==> src/rtl/dmem_bridge_pkg.sv <==
// ----------------------------------------------------------------------------
// dmem_bridge_pkg
// Shared types for the data-memory bridge: basic word/strobe types, the
// access-size and state enums, the captured request record, and two small
// helpers that decode the raw core size field and detect misalignment.
// No ports (package).
// ----------------------------------------------------------------------------
package dmem_bridge_pkg;

    typedef logic [31:0] u32;
    typedef logic [31:0] word_t;
    typedef logic [3:0]  u4;

    typedef enum logic [1:0] {
        BYTE = 2'd0,
        HALF = 2'd1,
        WORD = 2'd2
    } mem_size_t;

    typedef enum logic [1:0] {
        IDLE,
        REQ,
        RESP,
        DONE
    } dmem_state_t;

    typedef struct packed {
        u32        addr;
        logic      we;
        mem_size_t size;
        logic      unsign;
        word_t     wdata;
    } dmem_req_t;

    // Width of the timeout counter; large enough for any legal TIMEOUT.
    localparam int unsigned CNT_W = 16;

    // The core encodes size 3 as well; it behaves exactly like a word access.
    function automatic mem_size_t decode_size(input logic [1:0] raw);
        mem_size_t sz;
        case (raw)
            2'd0:    sz = BYTE;
            2'd1:    sz = HALF;
            default: sz = WORD;
        endcase
        return sz;
    endfunction

    // Bytes never straddle lanes, so only half and word accesses can be misaligned.
    function automatic logic is_misaligned(input mem_size_t size, input logic [1:0] offset);
        logic mis;
        case (size)
            HALF:    mis = offset[0];
            WORD:    mis = (offset != 2'b00);
            default: mis = 1'b0;
        endcase
        return mis;
    endfunction

endpackage

==> src/rtl/dmem_lane.sv <==
// ----------------------------------------------------------------------------
// dmem_lane
// Purely combinational lane steering for the bridge.
//   req_i   : captured request (address offset, size, signedness, store data)
//   rdata_i : raw 32-bit read data from the bus
//   strb_o  : byte-lane enables for the addressed bytes
//   wdata_o : store data replicated across every lane of its size
//   load_o  : addressed byte/half extracted and zero/sign-extended to 32 bits
// ----------------------------------------------------------------------------
module dmem_lane
    import dmem_bridge_pkg::*;
(
    input  dmem_req_t req_i,
    input  word_t     rdata_i,
    output u4         strb_o,
    output word_t     wdata_o,
    output word_t     load_o
);

    logic [7:0]  byteLane;
    logic [15:0] halfLane;

    // Strobes shift with the byte offset; store data is replicated so the
    // addressed lane holds it whichever offset is used.
    always_comb begin
        strb_o  = 4'b1111;
        wdata_o = req_i.wdata;
        case (req_i.size)
            BYTE: begin
                strb_o  = 4'b0001 << req_i.addr[1:0];
                wdata_o = {4{req_i.wdata[7:0]}};
            end
            HALF: begin
                strb_o  = 4'b0011 << req_i.addr[1:0];
                wdata_o = {2{req_i.wdata[15:0]}};
            end
            default: begin
            end
        endcase
    end

    // Pick the addressed byte and half out of the returned word.
    always_comb begin
        case (req_i.addr[1:0])
            2'd0:    byteLane = rdata_i[7:0];
            2'd1:    byteLane = rdata_i[15:8];
            2'd2:    byteLane = rdata_i[23:16];
            default: byteLane = rdata_i[31:24];
        endcase
        halfLane = req_i.addr[1] ? rdata_i[31:16] : rdata_i[15:0];
    end

    // Right-justify and extend according to size and signedness.
    always_comb begin
        case (req_i.size)
            BYTE:    load_o = req_i.unsign ? {24'd0, byteLane} : {{24{byteLane[7]}}, byteLane};
            HALF:    load_o = req_i.unsign ? {16'd0, halfLane} : {{16{halfLane[15]}}, halfLane};
            default: load_o = rdata_i;
        endcase
    end

endmodule

==> src/rtl/dmem_bridge.sv <==
// ----------------------------------------------------------------------------
// dmem_bridge
// Turns a single-cycle core load/store into a request/response bus
// transaction, stalling the core until it completes.
//   clk, reset (async, active-low)
//   core_valid/addr/we/size/unsigned/wdata : access from the core
//   core_rdata/done/err/stall              : completion back to the core
//   bus_req/addr/we/strb/wdata             : registered bus request
//   bus_ready, bus_rvalid, bus_rdata       : bus handshake and response
// TIMEOUT bounds the cycles spent in REQ or in RESP before erroring out.
// ----------------------------------------------------------------------------
module dmem_bridge
    import dmem_bridge_pkg::*;
#(
    parameter int unsigned TIMEOUT = 255
) (
    input  logic        clk,
    input  logic        reset,
    input  logic        core_valid,
    input  logic [31:0] core_addr,
    input  logic        core_we,
    input  logic [1:0]  core_size,
    input  logic        core_unsigned,
    input  logic [31:0] core_wdata,
    output logic [31:0] core_rdata,
    output logic        core_done,
    output logic        core_err,
    output logic        core_stall,
    output logic        bus_req,
    output logic [31:0] bus_addr,
    output logic        bus_we,
    output logic [3:0]  bus_strb,
    output logic [31:0] bus_wdata,
    input  logic        bus_ready,
    input  logic        bus_rvalid,
    input  logic [31:0] bus_rdata
);

    localparam logic [CNT_W:0] TIMEOUT_LIMIT = (CNT_W+1)'(TIMEOUT);

    dmem_state_t      state_q, state_d;
    dmem_req_t        req_q, req_d;
    logic [CNT_W-1:0] cnt_q, cnt_d;
    word_t            rdata_q, rdata_d;
    logic             err_q, err_d;

    u4                laneStrb;
    word_t            laneWdata;
    word_t            laneLoad;
    logic [CNT_W:0]   cntInc;
    logic             timedOut;
    mem_size_t        coreSize;

    dmem_lane u_lane (
        .req_i   (req_q),
        .rdata_i (bus_rdata),
        .strb_o  (laneStrb),
        .wdata_o (laneWdata),
        .load_o  (laneLoad)
    );

    assign coreSize = decode_size(core_size);
    assign cntInc   = {1'b0, cnt_q} + {{CNT_W{1'b0}}, 1'b1};
    assign timedOut = (cntInc >= TIMEOUT_LIMIT);

    // State register; reset abandons any access in flight without a completion.
    always_ff @(posedge clk or negedge reset) begin
        if (!reset) begin
            state_q <= IDLE;
        end else begin
            state_q <= state_d;
        end
    end

    // Captured request, timeout counter and completion data.
    always_ff @(posedge clk or negedge reset) begin
        if (!reset) begin
            req_q   <= '0;
            cnt_q   <= '0;
            rdata_q <= '0;
            err_q   <= 1'b0;
        end else begin
            req_q   <= req_d;
            cnt_q   <= cnt_d;
            rdata_q <= rdata_d;
            err_q   <= err_d;
        end
    end

    // Next-state logic. A handshake always wins over a timeout landing in the
    // same cycle, and an rvalid seen while still in REQ is deliberately ignored.
    always_comb begin
        state_d = state_q;
        req_d   = req_q;
        cnt_d   = cnt_q;
        rdata_d = rdata_q;
        err_d   = err_q;
        case (state_q)
            IDLE: begin
                cnt_d = '0;
                if (core_valid) begin
                    rdata_d = '0;
                    if (is_misaligned(coreSize, core_addr[1:0])) begin
                        err_d   = 1'b1;
                        state_d = DONE;
                    end else begin
                        req_d.addr   = core_addr;
                        req_d.we     = core_we;
                        req_d.size   = coreSize;
                        req_d.unsign = core_unsigned;
                        req_d.wdata  = core_wdata;
                        err_d        = 1'b0;
                        state_d      = REQ;
                    end
                end
            end
            REQ: begin
                if (bus_ready) begin
                    cnt_d   = '0;
                    state_d = RESP;
                end else if (timedOut) begin
                    err_d   = 1'b1;
                    rdata_d = '0;
                    state_d = DONE;
                end else begin
                    cnt_d = cntInc[CNT_W-1:0];
                end
            end
            RESP: begin
                if (bus_rvalid) begin
                    rdata_d = req_q.we ? '0 : laneLoad;
                    state_d = DONE;
                end else if (timedOut) begin
                    err_d   = 1'b1;
                    rdata_d = '0;
                    state_d = DONE;
                end else begin
                    cnt_d = cntInc[CNT_W-1:0];
                end
            end
            default: begin
                cnt_d   = '0;
                state_d = IDLE;
            end
        endcase
    end

    // Outputs come only from registers, so nothing on the core side can
    // reach the bus combinationally. Strobes and write enable are quiet
    // outside a store request.
    always_comb begin
        bus_req    = (state_q == REQ);
        bus_addr   = {req_q.addr[31:2], 2'b00};
        bus_we     = (state_q == REQ) && req_q.we;
        bus_strb   = ((state_q == REQ) && req_q.we) ? laneStrb : 4'b0000;
        bus_wdata  = laneWdata;
        core_done  = (state_q == DONE);
        core_err   = (state_q == DONE) && err_q;
        core_rdata = (state_q == DONE) ? rdata_q : '0;
        core_stall = core_valid && (state_q != DONE);
    end

endmodule

==> config.mk <==
export PLATFORM = sky130hd
export DESIGN_NAME = dmem_bridge
export DESIGN_NICKNAME = d
export VERILOG_FILES = /design/src/rtl/dmem_bridge_pkg.sv /design/src/rtl/dmem_lane.sv /design/src/rtl/dmem_bridge.sv
export SDC_FILE = /design/constraint.sdc
export NUM_CORES = 1
export LEC_CHECK = 0
export ABC_CLOCK_PERIOD_IN_PS = 3950
export CORE_MARGIN = 5
export CORE_UTILIZATION = 50
export CTS_CLUSTER_DIAMETER = 30
export CTS_CLUSTER_SIZE = 25
export DETAILED_ROUTE_END_ITERATION = 16
export PLACE_DENSITY = 0.94
export REMOVE_ABC_BUFFERS = 1
export SLEW_MARGIN = 20
export SYNTH_ARGS = -nofsm -noshare
export SYNTH_HDL_FRONTEND = slang
export SYNTH_SLANG_ARGS = --single-unit
==> constraint.sdc <==
create_clock -name clk -period 3.95 [get_ports clk]
set_input_delay 0.9875 -clock clk [delete_from_list [all_inputs] [get_ports clk]]
set_output_delay 0.9875 -clock clk [all_outputs]
set_load 0.03 [all_outputs]
==> impl_summary.txt <==
----------------------------------------------------
[Pwr]
  Standby leakage power ... slightly above 4 nW
  Power per Cell Area ... around 800 nW/um^2
  IR Drop Worst-Case VDD ... 0.000659 V
  Post-layout total power ... 7.53 mW

[Worst setup path]
  Maximum fanout along the worst path ... 38
  Cell-by-cell trace of the critical path ... inv_1 -> a21oi_1 -> clkdlybuf4s50_1
  Largest stage delay on the critical path ... 800 ps
  Total stage count of the critical path ... 3
  Critical path's slowest cell ... sky130_fd_sc_hd__dfrtp_2
  Reg2Reg Launch Point ... cnt_q[1]$_DFFE_PN0N_
  Critical Path RT ... slightly below 3000 ps
  Combined buffer and inverter count along the critical path ... 2
  Kind of end point of the critical path ... output pin
  Critical Path Start Type ... flip-flop
  Worst reg-to-reg path cell count ... 8
  Slack of the worst reg-to-reg path ... roughly 790 ps
  Data arrival, critical path ... ~2600 ps
  Top Family by Delay on Critical Path ... buffers and inverters
  Destination of the worst register-to-register timing path ... cnt_q[5]$_DFFE_PN0N_
  Category of the critical setup timing path ... reg2out

[Detailed routing]
  Vias ... 5955
  Routed via count divided by cell count ... approximately 5.6
  Final wirelength ... 19500 microns
  Post-route DRC ... 0
  Total iterations of the first detailed-routing run ... 5
  Iter 0 DRT Violations ... about 560
  Average detailed-routed wire length per instance ... between 15 and 20 microns
  Routed Antenna Nets ... 0

[CTS]
  TritonCTS buffer count ... 17
  Clock Sink Count ... approximately 120
  Clk_lat worst skew ... between 400 and 500 ps
  Deepest clock path buffer count ... 2
  Clock-pin slew on the worst setup and hold paths ... approximately 60 ps
  Post-cts gate resize count ... 0
  TritonCTS clock tree ... yes
  CTS H-tree depth ... 4
  CTS Root Cell ... sky130_fd_sc_hd__clkbuf_16
  Hold_buf cts ... 0
  Post-CTS setup buffer count ... 0

[STA]
  Max Fclk ... ~0.28 GHz
  Clock skew ... between 9 and 10 ps
  Smallest hold slack ... about 480 ps
  TNS Setup ... 0 ps
  Fin crit share ... 0.901
  Slew Viols, Final ... 0
  Tightest slew margin relative to the limit ... 0.314
  Final Hold Viols ... 0
  Unrepaired setup endpoints after global routing ... false
  Number of setup violations in the final report ... 0
  Shortest clock period the worst path allows after layout ... about 3600 ps
  Slew of the pin with the lowest slew margin ... 1030 ps

[Logic synthesis]
  Synthesized instance count ... between 700 and 800
  Number of enable flip-flop cells after synthesis ... 0
  Top flip-flop cell by instance count after synthesis ... sky130_fd_sc_hd__dfrtp_1
  Post-synth design cell area ... 6970 sq um
  Flip-flop and latch count after synthesis ... 119
  Average cell area after synthesis ... between 9 and 10 sq um
  Proportion of synthesized chip area in sequential cells ... 0.427
  Count of synthesis-stage warnings from yosys ... 0
  Count of distinct cell types in the synthesized netlist ... 56
  Async set-or-reset flop fraction in the synthesized netlist ... 1.00

[Cells and area]
  Layout cells sized above 1 ... 0.168
  Number of antenna diodes ... 0
  Number of filler cells placed in the layout ... ~1000
  Most common library cell in the layout ignoring fill and taps ... sky130_fd_sc_hd__clkdlybuf4s50_1
  Number of nets in the finished design ... a little under 1000
  Commonest cells after routing, fill and taps aside ... sky130_fd_sc_hd__clkdlybuf4s50_1 (206), sky130_fd_sc_hd__dfrtp_1 (118), sky130_fd_sc_hd__mux2_2 (84)
  Layout overhead on the synthesized area ... 35.2%
  Post-route non-filler standard cell count ... around 1100

[Die]
  Die Y-Extent ... ~130 microns
  Die outline area ... around 16000 sq um
  Core outline area ... 13800 sq um
  Die extent in x ... about 130 microns
  Ports placed on the boundary ... 210
  Effective utilization at floorplan ... 0.506
  Cell row count ... 43

[Worst hold path]
  Startpoint of the tightest hold check path ... rdata_q[23]$_DFFE_PN0P_
  Hold WC Path Type ... reg2reg
  Destination of the worst hold path ... rdata_q[23]$_DFFE_PN0P_
  Worst Hold Path Cells ... 1

[Global route]
  Initial antenna violation count ... 0
  Via count of the first global-routing pass ... between 6000 and 7000
  First-pass GRT wire length ... ~32000 microns
  Total global routing track utilization ... 0.246
  Pin count of the biggest net entering global routing ... 61
  Grt ovf ... 0

[Place]
  Post-DP HPWL ... roughly 14000 microns
  Last weighted congestion value of the routability-driven placer ... 0.870
  Number of instances in the placed design ... around 1000
  Number of I/O port buffers ... slightly above 200

[Flow run]
  Max cap viols ... 0

[Outcome]
  Run status ... finished, final reports clean

----------------------------------------------------
-- cells by family after synthesis --
group	after synthesis	share of synthesized area
simple gates	207	0.149
compound gates	167	0.164
flops	119	0.427
buf+inv	109	0.0845
mux	102	0.163
fa+ha+maj	6	0.0108
other cells	1	0.000538
xor+xnor	1	0.00126
-- worst reg2reg max path, stage by stage (launching register included) --
cell	delay, ps
sky130_fd_sc_hd__dfrtp_1	440
sky130_fd_sc_hd__ha_1	350
sky130_fd_sc_hd__nand3_1	310
sky130_fd_sc_hd__nor4_1	530
sky130_fd_sc_hd__nor2_1	120
sky130_fd_sc_hd__a211oi_2	310
sky130_fd_sc_hd__nand3_4	190
sky130_fd_sc_hd__a31oi_2	620
sky130_fd_sc_hd__o21ai_0	170
-- metrics by stage --
| step | worst slack (ps) | util | cell area, sq um |
|---|---|---|---|
| after floorplan | -977 | - | 6470 |
| after CTS | 237 | 0.684 | 9430 |
| final | 392 | 0.685 | 9430 |
| after global routing | 283 | 0.685 | 9430 |
| after detailed placement | 542 | 0.644 | 8870 |
| after global placement | 559 | 0.644 | 8870 |
-- synth_stat cells (all sizes together), types with 9 or more instances --
cell,instances,share of area
mux2,84,0.14
nor2b,12,0.011
and2,37,0.033
o21ai,29,0.021
a31oi,9,0.011
mux2i,17,0.024
nor2,30,0.016
nand4,9,0.0090
o22ai,17,0.015
buf,49,0.052
nand2,77,0.041
dfrtp,119,0.43
o2bb2ai,9,0.011
a21o,14,0.015
nand3,19,0.015
clkbuf,39,0.021
a21oi,36,0.026
inv,21,0.011
a31o,15,0.019
-- state kept, by name, summed over array words and instances (netlist names) --
signal and flops:
req_q 38, state_q 2, bus_addr 30, err_q 1
rdata_q 32, cnt_q 16
-- report_power, final --
group	total [mW]	switching [mW]	leakage (nW)	internal [mW]
Clock	1.48	0.545	0.275	0.938
Combinational	4.00	2.27	2.24	1.72
Sequential	2.05	0.401	1.51	1.65
Total	7.53	3.22	4.03	4.31
-- metal layers --
metal,vias up,global-route usage,share of wire
met5,-,0,0
met4,0,0.115,0.034
met3,50,0.0979,0.10
met2,272,0.396,0.48
met1,2840,0.287,0.39
li1,2793,-,-
-- worst max path at each step --
stage / start / endpoint / slack [ps]
2_1_floorplan: core_addr[0] / req_q[33]$_DFFE_PN0P_ / -980
3_3_place_gp: core_valid / core_stall / 560
3_5_place_dp: core_valid / core_stall / 540
4_1_cts: state_q[1]$_DFFE_PN0N_ / core_rdata[11] / 240
5_1_grt: req_q[34]$_DFFE_PN0P_ / bus_strb[3] / 280
6_report: req_q[34]$_DFFE_PN0P_ / bus_strb[3] / 390
-- cell type report --
cell class | count | area [sq um] | area share
flip-flops and latches | 119 | 2980 | 0.316
inverters | 21 | 78.8 | 0.00836
repair buffers | 219 | 2170 | 0.230
clock buffers | 23 | 458 | 0.0486
well taps | 180 | 225 | 0.0239
clock inverters | 9 | 101 | 0.0107
multi-input cells | 485 | 3410 | 0.362
No activity file was read; power rests on OpenSTA's default activity.
==> RTL edit: new RTL, same settings <==
The 4 states of `dmem_state_t` get a one-hot encoding in 4 bits.
--- a/src/rtl/dmem_bridge_pkg.sv
+++ b/src/rtl/dmem_bridge_pkg.sv
@@ -19,7 +19,7 @@
 
-    typedef enum logic [1:0] {
-        IDLE,
-        REQ,
-        RESP,
-        DONE
+    typedef enum logic [3:0] {
+        IDLE = 4'b0001,
+        REQ  = 4'b0010,
+        RESP = 4'b0100,
+        DONE = 4'b1000
     } dmem_state_t;
Function: no difference found for any inputs over 4 cycles, from zero or initial values and one cycle with reset low; so few cycles prove little.
==> RTL edit against the unedited design <==
  * Sequential share of layout area up 1.3 points
  * Final area decreased by 2.3%
  * Maximum frequency shrank 5.4%
  * Synthesized area down 3.4%
  * Setup slack worse by 0.20 ns
  * Combinational power decreased by 16%
  * Power shrank 9.0%
  * Critical path depth is 1 higher
  * Sequential cell count rose by 2
  * Wire length down 0.22%
  * Die area is 3.2% lower
  * Synthesized cell count decreased by 4.1%
==> RTL edit: results (changes against the unedited design) <==
- The number of DRC markers in iteration 0 came to 635 (+14%).
- The post-placement worst setup slack was 0.582 ns (+0.0400 ns).
- The critical path arrival is 2.77 ns (+0.20 ns).
- The all-layer global routing usage is 0.247 (+0.00160).
- The clock tree skew after final layout is 0.0233 ns (+0.0138 ns).
- The global-route track usage on met3 is 0.109 (+0.0113).
- The number of nets in the layout is 949 (-2.6%).
- The worst IR drop on VDD is 688 uV (+4.3%).
- The flow ran to the end, and the final reports show no timing, DRC or antenna violations.
- The iteration count of the initial detailed-routing pass came to 6 (+1).
- The sequential share of the synthesized area was 0.450 (+0.0229).
- The overall power consumption came to 6.85 mW (-9.0%).
- The post-route clock period utilization is 0.952 (+0.0513).
- The number of unique standard cell types used by synthesis is 64 (+14%).
- The maximum fanout along the worst path is 21 (-45%).
- The stage delay of the slowest cell on the critical path is 0.68 ns (-0.12 ns).
- The slowest library cell on the worst path is sky130_fd_sc_hd__clkdlybuf4s50_1.
- The routability-driven placement congestion ratio is 0.938 (+7.9%).
- Sorting the synthesized cells by how often they occur yields 120 x sky130_fd_sc_hd__dfrtp_1, 84 x sky130_fd_sc_hd__mux2_2, 46 x sky130_fd_sc_hd__buf_4, 46 x sky130_fd_sc_hd__o21ai_0, 44 x sky130_fd_sc_hd__nand2_1.
- Ranked by total cell area, the synthesized netlist is headed by sky130_fd_sc_hd__dfrtp_1 45%, sky130_fd_sc_hd__mux2_2 14%, sky130_fd_sc_hd__buf_4 5.1%.
- The wire length of the first global-routing pass is 31.7 mm (-0.20%).
- The fraction of met2 tracks used by global routing is 0.413 (+0.0160).
- The static leakage is 3.80 nW (-5.6%).
- The total CTS buffers was 17 (unchanged).
- The routed wire length per instance came to 18.9 um (+2.2%).
- The number of fill cells is 932 (-8.7%).
- The routed metal-1 wire length came to 7.22 mm (-4.5%).
- The number of global-route vias before repair is 6,061 (-1.4%).
- The register-to-register setup slack is 0.68 ns (-0.11 ns).
- The transition time of the tightest slew-check pin is 0.796 ns (-0.229 ns).
- The met2 wirelength from detailed routing is 9.49 mm (+1.8%).
- The via total after detailed routing was 5,868 (-1.5%).
- The cell area after placement is 0.00864 mm2 (-2.5%).
- The share of cells above drive strength 1 is 0.171 (+0.00295).
[RTL edit: changes by cell type after synthesis, moves of 9 or more]
cell                        change
sky130_fd_sc_hd__o21ai_1       +25
sky130_fd_sc_hd__o21ai_0       +17
sky130_fd_sc_hd__a22oi_1        +9
sky130_fd_sc_hd__o22ai_1        -9
sky130_fd_sc_hd__a31o_2        -13
sky130_fd_sc_hd__o2bb2ai_1      -9
sky130_fd_sc_hd__a21o_1        -13
sky130_fd_sc_hd__nand2_1       -33
sky130_fd_sc_hd__a21oi_1       -11
[RTL edit: final cells by class]
| type | instances | area share |
|---|---|---|
| clock buffer | 19 | 0.0492 |
| inverter | 28 | 0.0114 |
| multi-input combinational | 449 | 0.334 |
| clock inverter | 13 | 0.0130 |
| tap | 176 | 0.0239 |
| sequential | 121 | 0.329 |
| timing repair buffer | 225 | 0.239 |
[RTL edit: cells by family (layout without fill, tap and decap cells)]
family	Yosys count	after routing	synth area share
fa+ha+maj	2	2	0.00372
xor+xnor	4	4	0.00520
compound gates	156	156	0.140
other cells	1	2	0.000557
mux	96	96	0.160
flops	121	121	0.450
simple gates	189	189	0.146
buf+inv	114	285	0.0940
[RTL edit: final timing paths]
kind                            start             end  cells after the start
max in group asynchronous       reset    bus_addr[28]                      2
setup / recovery           state_q[3]  core_rdata[14]                      4
min in group asynchronous       reset      rdata_q[5]                      1
hold reg to reg                 err_q           err_q                      1
setup reg to reg             cnt_q[2]        cnt_q[7]                      7
hold / removal                  err_q           err_q                      1
[RTL edit: metrics by stage]
stage / utilization / hold WS [ns] / cells
5_1_grt: 0.696 / 0.496 / 1031
6_report: 0.696 / 0.485 / 1031
4_1_cts: 0.696 / 0.487 / 1031
3_5_place_dp: 0.653 / 0.475 / 999
3_3_place_gp: 0.653 / 0.465 / 999
2_1_floorplan: - / 0.456 / 598
